==> src/rtl/legv8_mc_if.sv <==
// Bundle between the LEGv8 multicycle control unit and the datapath it steers.
// The control unit takes the master side. The datapath (or a bench) takes the slave side.
interface legv8_mc_if #(
  parameter int CNT_W = 32
);
  logic [10:0]      opcode;
  logic             zero;
  logic             mem_ready;
  logic [3:0]       ALUctr;
  logic [1:0]       alu_src_a;
  logic [1:0]       alu_src_b;
  logic [1:0]       imm_sel;
  logic             ir_write;
  logic             mem_read;
  logic             mem_write;
  logic             reg_write;
  logic             mem_to_reg;
  logic             reg2loc;
  logic             pc_source;
  logic             pc_en;
  logic             illegal;
  logic [CNT_W-1:0] instr_count;
  logic [3:0]       state;

  modport master (
    input  opcode, zero, mem_ready,
    output ALUctr, alu_src_a, alu_src_b, imm_sel, ir_write, mem_read, mem_write,
           reg_write, mem_to_reg, reg2loc, pc_source, pc_en, illegal, instr_count, state
  );

  modport slave (
    output opcode, zero, mem_ready,
    input  ALUctr, alu_src_a, alu_src_b, imm_sel, ir_write, mem_read, mem_write,
           reg_write, mem_to_reg, reg2loc, pc_source, pc_en, illegal, instr_count, state
  );
endinterface

==> src/rtl/legv8_mc_control.sv <==
// Moore-style multicycle control FSM for the LEGv8 datapath.
// Outputs are decoded from the current state. The strobes are forced low while reset is held.
module legv8_mc_control #(
  parameter int CNT_W = 32
) (
  input  logic        clk,
  input  logic        reset,
  legv8_mc_if.master  bus
);

  localparam logic [10:0] OP_ADD  = 11'b10001011000;
  localparam logic [10:0] OP_SUB  = 11'b11001011000;
  localparam logic [10:0] OP_AND  = 11'b10001010000;
  localparam logic [10:0] OP_ORR  = 11'b10101010000;
  localparam logic [10:0] OP_LDUR = 11'b11111000010;
  localparam logic [10:0] OP_STUR = 11'b11111000000;

  typedef enum logic [3:0] {
    FETCH    = 4'd0,
    DECODE   = 4'd1,
    MEM_ADDR = 4'd2,
    MEM_RD   = 4'd3,
    WB_MEM   = 4'd4,
    MEM_WR   = 4'd5,
    RTYPE_EX = 4'd6,
    RTYPE_WB = 4'd7,
    CBZ_EX   = 4'd8,
    BRANCH   = 4'd9,
    ILLEGAL  = 4'd15
  } state_t;

  state_t           cur_state;
  state_t           nxt_state;
  logic [CNT_W-1:0] count;
  logic             retire;

  logic             is_rtype;
  logic             is_ldur;
  logic             is_stur;
  logic             is_cbz;
  logic             is_b;

  logic [3:0]       alu_ctr;
  logic [1:0]       src_a;
  logic [1:0]       src_b;
  logic [1:0]       imm;
  logic             raw_ir_write;
  logic             raw_mem_read;
  logic             raw_mem_write;
  logic             raw_reg_write;
  logic             raw_pc_en;
  logic             wb_mem;
  logic             pc_src;
  logic             trap;

  function automatic logic [3:0] rtype_alu(input logic [10:0] op);
    logic [3:0] ctr;
    case (op)
      OP_ADD:  ctr = 4'b0010;
      OP_SUB:  ctr = 4'b0110;
      OP_AND:  ctr = 4'b0000;
      OP_ORR:  ctr = 4'b0001;
      default: ctr = 4'b0010;
    endcase
    return ctr;
  endfunction

  assign is_rtype = (bus.opcode == OP_ADD) || (bus.opcode == OP_SUB) ||
                    (bus.opcode == OP_AND) || (bus.opcode == OP_ORR);
  assign is_ldur  = (bus.opcode == OP_LDUR);
  assign is_stur  = (bus.opcode == OP_STUR);
  assign is_cbz   = (bus.opcode[10:3] == 8'b10110100);
  assign is_b     = (bus.opcode[10:5] == 6'b000101);

  // State register.
  always_ff @(posedge clk or posedge reset) begin
    if (reset) begin
      cur_state <= FETCH;
    end else begin
      cur_state <= nxt_state;
    end
  end

  // Retired-instruction counter; wraps freely.
  always_ff @(posedge clk or posedge reset) begin
    if (reset) begin
      count <= {CNT_W{1'b0}};
    end else if (retire) begin
      count <= count + {{(CNT_W-1){1'b0}}, 1'b1};
    end else begin
      count <= count;
    end
  end

  // Next-state and per-state output decode.
  always_comb begin
    nxt_state     = cur_state;
    retire        = 1'b0;
    alu_ctr       = 4'b0000;
    src_a         = 2'b00;
    src_b         = 2'b00;
    imm           = 2'b00;
    raw_ir_write  = 1'b0;
    raw_mem_read  = 1'b0;
    raw_mem_write = 1'b0;
    raw_reg_write = 1'b0;
    raw_pc_en     = 1'b0;
    wb_mem        = 1'b0;
    pc_src        = 1'b0;
    trap          = 1'b0;
    case (cur_state)
      FETCH: begin
        raw_mem_read = 1'b1;
        src_b        = 2'b01;
        alu_ctr      = 4'b0010;
        raw_ir_write = bus.mem_ready;
        raw_pc_en    = bus.mem_ready;
        nxt_state    = bus.mem_ready ? DECODE : FETCH;
      end
      DECODE: begin
        // ALUOut captures PC + (imm << 2) as the speculative branch target.
        src_b   = 2'b11;
        alu_ctr = 4'b0010;
        if (is_cbz) begin
          imm = 2'b01;
        end else if (is_b) begin
          imm = 2'b10;
        end else begin
          imm = 2'b00;
        end
        if (is_rtype) begin
          nxt_state = RTYPE_EX;
        end else if (is_ldur || is_stur) begin
          nxt_state = MEM_ADDR;
        end else if (is_cbz) begin
          nxt_state = CBZ_EX;
        end else if (is_b) begin
          nxt_state = BRANCH;
        end else begin
          nxt_state = ILLEGAL;
        end
      end
      MEM_ADDR: begin
        src_a   = 2'b01;
        src_b   = 2'b10;
        alu_ctr = 4'b0010;
        if (is_ldur) begin
          nxt_state = MEM_RD;
        end else if (is_stur) begin
          nxt_state = MEM_WR;
        end else begin
          nxt_state = ILLEGAL;
        end
      end
      MEM_RD: begin
        raw_mem_read = 1'b1;
        nxt_state    = bus.mem_ready ? WB_MEM : MEM_RD;
      end
      WB_MEM: begin
        raw_reg_write = 1'b1;
        wb_mem        = 1'b1;
        retire        = 1'b1;
        nxt_state     = FETCH;
      end
      MEM_WR: begin
        raw_mem_write = 1'b1;
        retire        = bus.mem_ready;
        nxt_state     = bus.mem_ready ? FETCH : MEM_WR;
      end
      RTYPE_EX: begin
        src_a     = 2'b01;
        alu_ctr   = rtype_alu(bus.opcode);
        nxt_state = RTYPE_WB;
      end
      RTYPE_WB: begin
        raw_reg_write = 1'b1;
        alu_ctr       = rtype_alu(bus.opcode);
        retire        = 1'b1;
        nxt_state     = FETCH;
      end
      CBZ_EX: begin
        // The ALU passes 0 | Rt so that zero reflects Rt == 0.
        src_a     = 2'b10;
        alu_ctr   = 4'b0001;
        pc_src    = 1'b1;
        raw_pc_en = bus.zero;
        retire    = 1'b1;
        nxt_state = FETCH;
      end
      BRANCH: begin
        pc_src    = 1'b1;
        raw_pc_en = 1'b1;
        retire    = 1'b1;
        nxt_state = FETCH;
      end
      ILLEGAL: begin
        trap      = 1'b1;
        nxt_state = ILLEGAL;
      end
      default: begin
        nxt_state = FETCH;
      end
    endcase
  end

  assign bus.ALUctr      = alu_ctr;
  assign bus.alu_src_a   = src_a;
  assign bus.alu_src_b   = src_b;
  assign bus.imm_sel     = imm;
  assign bus.ir_write    = raw_ir_write  & ~reset;
  assign bus.mem_read    = raw_mem_read  & ~reset;
  assign bus.mem_write   = raw_mem_write & ~reset;
  assign bus.reg_write   = raw_reg_write & ~reset;
  assign bus.pc_en       = raw_pc_en     & ~reset;
  assign bus.mem_to_reg  = wb_mem;
  assign bus.reg2loc     = is_stur | is_cbz;
  assign bus.pc_source   = pc_src;
  assign bus.illegal     = trap;
  assign bus.instr_count = count;
  assign bus.state       = cur_state;

endmodule

==> src/flat_wrapper.sv <==
// flat-port wrapper written by rule: the top's interface ports become plain ports
module legv8_mc_control_flat 
#(
  parameter int CNT_W = 32
)
  (clk, reset, bus_opcode, bus_zero, bus_mem_ready, bus_ALUctr, bus_alu_src_a, bus_alu_src_b, bus_imm_sel, bus_ir_write, bus_mem_read, bus_mem_write, bus_reg_write, bus_mem_to_reg, bus_reg2loc, bus_pc_source, bus_pc_en, bus_illegal, bus_instr_count, bus_state);
  legv8_mc_if #(.CNT_W(CNT_W)) bus_i ();
  input  logic clk;
  input  logic reset;
  input wire logic [$bits(bus_i.opcode)-1:0] bus_opcode;
  input wire logic [$bits(bus_i.zero)-1:0] bus_zero;
  input wire logic [$bits(bus_i.mem_ready)-1:0] bus_mem_ready;
  output wire logic [$bits(bus_i.ALUctr)-1:0] bus_ALUctr;
  output wire logic [$bits(bus_i.alu_src_a)-1:0] bus_alu_src_a;
  output wire logic [$bits(bus_i.alu_src_b)-1:0] bus_alu_src_b;
  output wire logic [$bits(bus_i.imm_sel)-1:0] bus_imm_sel;
  output wire logic [$bits(bus_i.ir_write)-1:0] bus_ir_write;
  output wire logic [$bits(bus_i.mem_read)-1:0] bus_mem_read;
  output wire logic [$bits(bus_i.mem_write)-1:0] bus_mem_write;
  output wire logic [$bits(bus_i.reg_write)-1:0] bus_reg_write;
  output wire logic [$bits(bus_i.mem_to_reg)-1:0] bus_mem_to_reg;
  output wire logic [$bits(bus_i.reg2loc)-1:0] bus_reg2loc;
  output wire logic [$bits(bus_i.pc_source)-1:0] bus_pc_source;
  output wire logic [$bits(bus_i.pc_en)-1:0] bus_pc_en;
  output wire logic [$bits(bus_i.illegal)-1:0] bus_illegal;
  output wire logic [$bits(bus_i.instr_count)-1:0] bus_instr_count;
  output wire logic [$bits(bus_i.state)-1:0] bus_state;
  assign bus_i.opcode = bus_opcode;
  assign bus_i.zero = bus_zero;
  assign bus_i.mem_ready = bus_mem_ready;
  assign bus_ALUctr = bus_i.ALUctr;
  assign bus_alu_src_a = bus_i.alu_src_a;
  assign bus_alu_src_b = bus_i.alu_src_b;
  assign bus_imm_sel = bus_i.imm_sel;
  assign bus_ir_write = bus_i.ir_write;
  assign bus_mem_read = bus_i.mem_read;
  assign bus_mem_write = bus_i.mem_write;
  assign bus_reg_write = bus_i.reg_write;
  assign bus_mem_to_reg = bus_i.mem_to_reg;
  assign bus_reg2loc = bus_i.reg2loc;
  assign bus_pc_source = bus_i.pc_source;
  assign bus_pc_en = bus_i.pc_en;
  assign bus_illegal = bus_i.illegal;
  assign bus_instr_count = bus_i.instr_count;
  assign bus_state = bus_i.state;
  legv8_mc_control #(.CNT_W(CNT_W)) u_core (.clk(clk), .reset(reset), .bus(bus_i));
endmodule
==> config.mk <==
export PLATFORM = sky130hd
export DESIGN_NAME = legv8_mc_control_flat
export DESIGN_NICKNAME = d
export VERILOG_FILES = /design/src/rtl/legv8_mc_if.sv /design/src/rtl/legv8_mc_control.sv /design/src/flat_wrapper.sv
export SDC_FILE = /design/constraint.sdc
export NUM_CORES = 1
export LEC_CHECK = 0
export CORE_MARGIN = 5
export CORE_UTILIZATION = 30
export DETAILED_ROUTE_END_ITERATION = 12
export SLEW_MARGIN = 25
export SYNTH_ARGS = -nofsm -noshare
export SYNTH_HDL_FRONTEND = slang
export SYNTH_SLANG_ARGS = --single-unit
==> constraint.sdc <==
create_clock -name clk -period 2.3 [get_ports clk]
set_clock_uncertainty 0.15 [all_clocks]
set_input_delay 0.46 -clock clk [delete_from_list [all_inputs] [get_ports clk]]
set_output_delay 0.46 -clock clk [all_outputs]
set_load 0.05 [all_outputs]
==> flow_metrics.env <==
export IMPL_status="completed"
export IMPL_root_buffer="clkbuf_8"
export IMPL_wl_per_cell_um=13.7
export IMPL_antenna_found_initial=0
export IMPL_period_minus_slack_ns=2.24
export IMPL_synth_ff_type="dfrtp_1"
export IMPL_holdBufCountCts=0
export IMPL_synth_seq_cells=36
export IMPL_rows=31
export IMPL_yosys_top_cells_area="dfrtp_1 41%, xnor2_1 6.8%, nand2_1 5.8%, xor2_1 5.6%, nor2_1 3.9%"
export IMPL_drt_initial_drc_count=47
export IMPL_clk_latency_ns=0.28
export IMPL_core_area_um2=7180
export IMPL_p_per_area_nw_per_um2=979
export IMPL_start_util=0.306
export IMPL_syn_area_um2=2200
export IMPL_cts_clk_slew_worst_paths_ns=0.07
export IMPL_peakVddDrop_mv=0.764
export IMPL_die_w_um=95.6
export IMPL_viasPerCell=4.75
export IMPL_grt_use_total=0.136
export IMPL_crit_required_ns=1.69
export IMPL_yosysTopAreaCell="dfrtp_1"
export IMPL_cap_violations=0
export IMPL_relSlewSlack=0.661
export IMPL_synth_edf_count=0
export IMPL_worstPathMaxFanout=2
export IMPL_hp_class="flop to flop"
export IMPL_gr_total_overflow=0
export IMPL_endpoint_kind="output pin"
export IMPL_holdWs_ns=0.337
export IMPL_grt_pass1_vias=2059
export IMPL_nets=353
export IMPL_cts_htree_levels=2
export IMPL_dr_pass1_iters=4
export IMPL_finalWeightedCongestion=0.824
export IMPL_dp_hpwl_mm=4.62
export IMPL_netlist_area_leader_share=0.410
export IMPL_tightestPinTransition_ns=0.507
export IMPL_cts_tree="built"
export IMPL_setup_viol=0
export IMPL_drc=0
export IMPL_io_buffer_count=68
export IMPL_slew_violations=0
export IMPL_pin_count=70
export IMPL_syn_inst=237
export IMPL_detail_route_antenna_nets=0
export IMPL_cts_sinks=36
export IMPL_areaGrowthSynthToFinish_pct=66.5
export IMPL_die_h_um=95.6
export IMPL_final_cells=436
export IMPL_hold_viol_final=0
export IMPL_dpl_cell_count=421
export IMPL_crit_path_start_kind="primary input"
export IMPL_ys_warn_count=0
export IMPL_cts_buffers=5
export IMPL_syn_avg_cell_area_um2=9.28
export IMPL_grt_pass1_wl_mm=9.83
export IMPL_yosysUniqueCellTypes=58
export IMPL_worstSetupPathType="primary input to output pin"
export IMPL_ys_seq_area_frac=0.410
export IMPL_diodes=0
export IMPL_cp_arrival_ns=1.63
export IMPL_synth_fp_nets=253
export IMPL_fin_crit_sh=0.974
export IMPL_synthArstFlopShare=1.00
export IMPL_p_leak_nw=1.58
export IMPL_cts_buffer_depth=2
export IMPL_synth_most_common_cell="dfrtp_1"
export IMPL_synth_top_cells_by_count="36 x dfrtp_1, 34 x nand2_1, 23 x nor2_1"
export IMPL_routed_wirelength_mm=5.99
export IMPL_grt_max_degree=37
export IMPL_via_count=2071
export IMPL_die_area_um2=9140
export IMPL_drive_above_1_share=0.359
export IMPL_fmax_mhz=446
-- sequential cells by signal (all words and copies together), names as in the netlist --
register / cells
u_core.bus.instr_count: 32
u_core.bus.state: 4
-- report_power, final --
part / total [mW] / internal [mW] / switching [mW] / leakage [nW]
logic: 2.27 / 0.908 / 1.36 / 1.07
registers: 0.833 / 0.726 / 0.107 / 0.463
clock network: 0.483 / 0.267 / 0.216 / 0.0503
total: 3.58 / 1.90 / 1.68 / 1.58
-- critical path, cell delays in order --
cell	delay [ns]
clkdlybuf4s15_1	0.21
inv_2	0.05
or3_4	0.37
a2111oi_4	0.36
buf_12	0.18
-- per-stage QoR --
stage           util  total power, mW  setup slack, ns  instance area, um^2  TNS (ns)
2_1_floorplan      -             2.16           -0.207                 2330    -0.224
3_3_place_gp   0.479             2.95           -0.366                 3440     -2.63
3_5_place_dp   0.479             2.96           -0.440                 3440     -3.06
4_1_cts        0.504             3.54          -0.0127                 3610   -0.0127
5_1_grt        0.510             3.77         -0.00384                 3660  -0.00384
6_report       0.510             3.58           0.0590                 3660         0
-- layout by cell type (no fill, tap or decap), types with 3 or more instances in the layout --
cell type        Yosys  routed
nor2_1              23      17
nand4_1              6       6
nand3_1             11      10
clkdlybuf4s15_1      0       3
xnor2_1             17      17
o21ai_0              3       3
nor3_1              15       7
clkbuf_8             0       7
clkbuf_2             0       4
nor3_2               6       9
buf_4                1      40
nor4_1               4       4
nand2_1             34      33
dfrtp_2              0       4
nor3_4               0       5
dfrtp_1             36      32
a21oi_1              4       3
clkdlybuf4s50_1      0      33
buf_12               0      18
xor2_1              14      14
inv_1                6       6
nor2_2               0       5
-- layout make-up --
class | count | area [um^2]
repair buffers | 103 | 1090
well taps | 99 | 124
inverters | 7 | 26.3
clock buffers | 7 | 96.3
flip-flops and latches | 36 | 906
multi-input cells | 184 | 1410
fillers | 682 | 3510
-- metal layers --
| metal | track usage | vias up | routed length (um) |
|---|---|---|---|
| met5 | 0 | - | 0 |
| met3 | 0.0474 | 6 | 521 |
| met1 | 0.176 | 983 | 2590 |
| li1 | - | 1020 | - |
| met4 | 0.0355 | 0 | 63 |
| met2 | 0.218 | 62 | 2810 |
-- timing repair --
action / 4_1_cts / 5_1_grt
pin swaps: 7 / 10
endpoints found under the setup margin: 8 / 10
resized for setup: 24 / 16
setup buffers: 4 / 4
-- cell families after synthesis --
logic type | count (synthesis) | share of synthesized area
AND/OR/NAND/NOR | 125 | 0.320
XOR/XNOR | 31 | 0.124
multiplexers | 1 | 0.00455
adder cells (fa/ha/maj) | 1 | 0.00569
AO/OA/AOI/OAI | 25 | 0.0968
buffers and inverters | 17 | 0.0381
flip-flops | 36 | 0.410
other | 1 | 0.00171
-- final timing paths --
| path | startpoint | endpoint | slack, ns | depth (start not counted) |
|---|---|---|---|---|
| hold reg to reg | u_core.bus.instr_count[31] | u_core.bus.instr_count[31] | 0.34 | 1 |
| min in group asynchronous | reset | u_core.bus.instr_count[0] | 0.56 | 4 |
| setup / recovery | bus_mem_ready | bus_pc_en | 0.06 | 5 |
| hold / removal | u_core.bus.instr_count[31] | u_core.bus.instr_count[31] | 0.34 | 1 |
| setup reg to reg | u_core.bus.state[3] | u_core.bus.instr_count[16] | 0.18 | 7 |
| max in group asynchronous | reset | u_core.bus.state[3] | 1.25 | 4 |
Power figures use the tool's default switching activity.
